File: config.mk
export PLATFORM = sky130hd
export DESIGN_NAME = serial_bit_source
export DESIGN_NICKNAME = d
export VERILOG_FILES = /design/src/rtl/serial_bit_source_pkg.sv /design/src/rtl/bit_down_counter.sv /design/src/rtl/serial_bit_source.sv
export SDC_FILE = /design/constraint.sdc
export NUM_CORES = 1
export LEC_CHECK = 0
export CORE_ASPECT_RATIO = 1.75
export CORE_MARGIN = 2
export CORE_UTILIZATION = 30
export DETAILED_ROUTE_END_ITERATION = 10
export HOLD_SLACK_MARGIN = 0.08
export SETUP_SLACK_MARGIN = 0.15
export SLEW_MARGIN = 20
export SYNTH_ARGS = -nofsm -noshare
export SYNTH_HDL_FRONTEND = slang
export SYNTH_SLANG_ARGS = --single-unit
File: constraint.sdc
create_clock -name clk -period 1.95 [get_ports clk]
set_input_delay 0.195 -clock clk [delete_from_list [all_inputs] [get_ports clk]]
set_output_delay 0.195 -clock clk [all_outputs]
set_load 0.005 [all_outputs]
File: src/rtl/serial_bit_source_pkg.sv
`default_nettype none
// ============================================================================
//  Module   : serial_bit_source_pkg
//  Brief    : Shared state encodings and sizing helper for the serial bit
//             source (parallel-to-serial stage feeding the sequence detector).
//  Revision : 1.0  initial release
// ============================================================================
package serial_bit_source_pkg;

   // One-bit state encoding; SHIFT is the "word in flight" state.
   typedef enum logic [0:0] {
      S_IDLE  = 1'b0,
      S_SHIFT = 1'b1
   } state_t;

   // Bits needed to hold a count from 0 up to and including width.
   function automatic int counter_width(input int width);
      return $clog2(width + 1);
   endfunction

endpackage
`default_nettype wire

File: src/rtl/bit_down_counter.sv
`default_nettype none
// ============================================================================
//  Module   : bit_down_counter
//  Brief    : Loadable down-counter with enable. Decrements only while
//             nonzero, so it cannot wrap. Flags the final count of one.
//  Revision : 1.0  initial release
// ============================================================================
module bit_down_counter #(
   parameter int CNT_W = 4
) (
   input  logic             clk,
   input  logic             reset,
   input  logic             load,
   input  logic [CNT_W-1:0] load_value,
   input  logic             en,
   output logic             is_one
);

   logic [CNT_W-1:0] count;

   // Reset clears, load has priority over decrement, decrement stops at zero.
   always_ff @(posedge clk) begin
      if (reset) begin
         count <= '0;
      end else if (load) begin
         count <= load_value;
      end else if (en && (count != '0)) begin
         count <= count - CNT_W'(1);
      end
   end

   assign is_one = (count == CNT_W'(1));

endmodule
`default_nettype wire

File: src/rtl/serial_bit_source.sv
`default_nettype none
// ============================================================================
//  Module   : serial_bit_source
//  Brief    : Captures a WIDTH-bit word on a valid/ready handshake and presents
//             it one bit per enabled cycle on x, qualified by x_valid. A new
//             word may be accepted on the last-bit advance for gapless output.
//  Revision : 1.0  initial release
// ============================================================================
module serial_bit_source
   import serial_bit_source_pkg::*;
#(
   parameter int WIDTH     = 8,
   parameter bit MSB_FIRST = 1'b1
) (
   input  logic             clk,
   input  logic             reset,
   input  logic             load_valid,
   output logic             load_ready,
   input  logic [WIDTH-1:0] data_in,
   input  logic             bit_en,
   output logic             x,
   output logic             x_valid,
   output logic             busy,
   output logic             done
);

   localparam int CNT_W = counter_width(WIDTH);

   state_t           state;
   state_t           next_state;
   logic [WIDTH-1:0] shreg;
   logic [WIDTH-1:0] shifted;
   logic             out_bit;
   logic             is_one;
   logic             in_shift;
   logic             advance;
   logic             last_adv;
   logic             handshake;

   assign in_shift  = (state == S_SHIFT);
   assign advance   = in_shift & bit_en;
   // Last bit is being consumed on this edge; frees the slot for a new word.
   assign last_adv  = advance & is_one;
   assign load_ready = (state == S_IDLE) | last_adv;
   assign handshake = load_valid & load_ready;

   // Bit ordering: which end of the register drives x, and which way it moves.
   generate
      if (MSB_FIRST) begin : g_msb_first
         assign out_bit = shreg[WIDTH-1];
         assign shifted = {shreg[WIDTH-2:0], 1'b0};
      end else begin : g_lsb_first
         assign out_bit = shreg[0];
         assign shifted = {1'b0, shreg[WIDTH-1:1]};
      end
   endgenerate

   // State register.
   always_ff @(posedge clk) begin
      if (reset) begin
         state <= S_IDLE;
      end else begin
         state <= next_state;
      end
   end

   // Next state: enter SHIFT on a load, leave only when the last bit goes
   // without a coincident reload.
   always_comb begin
      next_state = state;
      case (state)
         S_IDLE: begin
            if (handshake) begin
               next_state = S_SHIFT;
            end
         end
         S_SHIFT: begin
            if (last_adv && !handshake) begin
               next_state = S_IDLE;
            end
         end
         default: next_state = S_IDLE;
      endcase
   end

   // Shift register: capture on handshake, otherwise move toward x on advance.
   always_ff @(posedge clk) begin
      if (reset) begin
         shreg <= '0;
      end else if (handshake) begin
         shreg <= data_in;
      end else if (advance) begin
         shreg <= shifted;
      end
   end

   // Bits remaining in the current word.
   bit_down_counter #(
      .CNT_W (CNT_W)
   ) u_bit_cnt (
      .clk        (clk),
      .reset      (reset),
      .load       (handshake),
      .load_value (CNT_W'(WIDTH)),
      .en         (advance),
      .is_one     (is_one)
   );

   // End-of-word pulse, one cycle after the last bit is consumed.
   always_ff @(posedge clk) begin
      if (reset) begin
         done <= 1'b0;
      end else begin
         done <= last_adv;
      end
   end

   assign x       = in_shift & out_bit;
   assign x_valid = in_shift;
   assign busy    = in_shift;

endmodule
`default_nettype wire

==> results by group <==
Critical path
  – CP max FO: 5
  – Critical Path Sink Type: output pin
  – Worst setup SP type: flop
  – CP required: 1750 ps
  – FF-to-FF setup slack: 500 ps
  – CP Class: reg -> out
  – FF-to-FF End: u_bit_cnt.count[0]
  – Crit path DAT: 1540 ps
  – R2R cell count: 5
  – Worst r2r src: u_bit_cnt.count[0]

Route
  – Via count: 696
  – Routed wire length per instance: 14.4 µm
  – Post-Route WL: 1.82 mm
  – Via/cell ratio: 5.52
  – Iter 0 DRT Violations: 21
  – ANT nets after route: 0
  – Pre-Repair DR Iteration Count: 4
  – Drc violations: 0

Clocking
  – CTS tree: yes
  – CTS resizes: 2
  – CTS buffer count: 3
  – Worst skew pair latency: 250 ps
  – Post-CTS Hold Buffers: 0
  – Post-CTS setup buffer count: 0
  – Maximum buffer depth of the clock tree: 2
  – Clock sink total: 14
  – H-tree Lvls: 1
  – CTS root buffer: clkbuf_8
  – Worst-path clk slew: 60 ps

Timing
  – Total Neg Setup Slack: 0 ps
  – Slew headroom: 64.9%
  – Slew Viols, Final: 0
  – Worst Max-Slew Pin Slew: 525 ps
  – Min Tclk post-route: 1730 ps
  – Final worst-path cycle share: 88.9%
  – # setup viols final: 0
  – Unrepaired setup endpoints after global routing: no
  – Final hold vios: 0
  – Clock skew: 4.54 ps
  – FMAX: 577 MHz

Worst hold path
  – Hold wc startpoint: shreg[7]
  – Hold Crit Class: reg -> reg
  – Hold Crit Endpoint: shreg[7]
  – Hold depth: 2

Pwr
  – Net Sw Frac: 24.8%
  – Comb power frac: 16.7%
  – Psw: 165 µW
  – Maximum VDD drop: 0.456 mV
  – Internal Power: 500 µW
  – Pleak: 0.322 nW
  – Pwr dens: 687 mW/mm²
  – Clock Power Share: 35.4%
  – Sequential share of power: 48.0%

Finish
  – Fraction of layout cells with a size suffix above 1: 12.9%
  – Post-Layout Inst Area: 967 µm²
  – Final net count: 117
  – # diodes: 0
  – Area grow syn2layout: 34.9%

Global route
  – First-pass GRT wire length: 3.04 mm
  – Total GRT Usage: 16.1%
  – Largest net degree at the start of global routing: 16
  – Grt total ovfl: 0
  – Antenna violations before repair: 0
  – Vias in the first global route: 681

Yosys
  – Mux contribution to synthesized area: 1.40%
  – Post-Syn Nets: 98
  – Synth warn: 0
  – FFs w/ async S/R, synth: 0%
  – Seq cells post-synth: 14
  – Post-Synth Adder-Cell Area: 3.49%
  – Number of flops mapped to enable cells by yosys: 0
  – Top FF cell, synth: dfxtp_1
  – Synth Cell Area: 717 µm²
  – Post-synthesis simple-gate area fraction: 23.4%
  – Post-synth cell types: 27
  – XOR/XNOR Fraction of Synth Area: 0%
  – Sequential element share of the synthesized area: 39.1%
  – Compound-Gate Fraction of Synth Area: 25.8%
  – Largest family of logic cells by synthesized area: compound AO/OA/AOI/OAI gates
  – Syn Area/Cell: 8.53 µm²
  – Cells after Synth: 84

Floorplan
  – Die height: 68.7 µm
  – I/O Pins: 17
  – Core box area: 0.00227 mm²
  – Area of the die: 0.00281 mm²
  – Rows: 23
  – Initial Util: 31.5%
  – Die X: 41.0 µm

Place
  – GP Congestion: 0.715
  – Placed inst area: 912 µm²
  – Input/output buffers: 16
  – DP HPWL: 1.28 mm

Status
  – Status: finished, final reports clean

Job
  – Maxcap violations: 0
[worst max path at each step]
| stage | start | endpoint | slack (ps) | cells past startpoint |
|---|---|---|---|---|
| floorplan | u_bit_cnt.count[1] | shreg[1] | 590 | 5 |
| finish | u_bit_cnt.count[0] | load_ready | 220 | 4 |
| global placement | bit_en | shreg[1] | 320 | 6 |
| CTS | u_bit_cnt.count[1] | load_ready | 170 | 5 |
| detailed placement | bit_en | shreg[1] | 280 | 6 |
| global route | u_bit_cnt.count[1] | load_ready | 170 | 5 |
[layout by cell type, fill, tap and decap left out, types with 2 or more instances in the layout]
cell,count
clkdlybuf4s50_1,16
dfxtp_1,13
nand2_1,10
a211oi_1,9
nand3_1,8
a311oi_1,7
buf_4,5
or3_1,3
o21ai_0,3
a21oi_1,3
clkbuf_8,3
inv_1,2
o211ai_1,2
nor3_1,2
[layout make-up]
| cell class | instances | area, µm² |
|---|---|---|
| inverter | 4 | 15.0 |
| multi-input combinational | 59 | 400 |
| tap | 25 | 31.3 |
| fill | 249 | 1310 |
| sequential | 14 | 282 |
| clock buffer | 3 | 41.3 |
| timing repair buffer | 21 | 198 |
[registers in the layout (all words and copies together) (netlist names)]
name and flops:
busy 1, done 1, shreg 8, u_bit_cnt.count 4
[logic make-up (layout without fill, tap and decap cells)]
| family | Yosys count | in the layout |
|---|---|---|
| fa+ha+maj | 2 | 2 |
| buf+inv | 11 | 28 |
| flops | 14 | 14 |
| compound gates | 26 | 26 |
| simple gates | 30 | 30 |
| mux | 1 | 1 |
[per-layer routing]
layer,track usage (%),wire (µm),vias to the layer above
met3,3.21,75,7
met1,18.5,782,317
met2,25.6,892,18
met5,0,0,-
met4,10.0,68,0
li1,-,-,354
[cell usage after synthesis, types with 2 or more instances]
master	n	area [µm²]
a211oi_1	9	67.6
o21ai_0	3	15.0
o211ai_1	2	15.0
clkbuf_1	2	7.51
buf_2	3	15.0
nand2_1	10	37.5
inv_1	3	11.3
dfxtp_1	14	280
or3_1	3	18.8
a311oi_1	7	61.3
a21oi_1	3	15.0
ha_1	2	25.0
nor3_1	2	10.0
nand3_1	8	40.0
[critical path, cell delays in order, from the launching register on]
cell             delay (ps)
dfxtp_2                 380
ha_4                    170
nand4bb_1               130
nand2_1                 110
clkdlybuf4s50_1         510
[stage by stage]
step	setup WS, ps	std cells	power (mW)	utilization [%]	hold slack [ps]
detailed placement	278	123	0.435	40.1	483
CTS	171	126	0.668	42.1	491
global route	166	126	0.697	42.5	508
finish	217	126	0.665	42.5	488
global placement	320	123	0.432	40.1	477
floorplan	593	84	0.381	-	267
[power by group through the flow]
stage	clock network [mW]	logic (mW)	registers [mW]
after floorplan	0	0.0614	0.319
after global placement	0	0.108	0.324
after detailed placement	0	0.111	0.324
after CTS	0.238	0.112	0.318
after global routing	0.252	0.124	0.321
final	0.235	0.111	0.319
No activity file was read; power rests on OpenSTA's default activity.
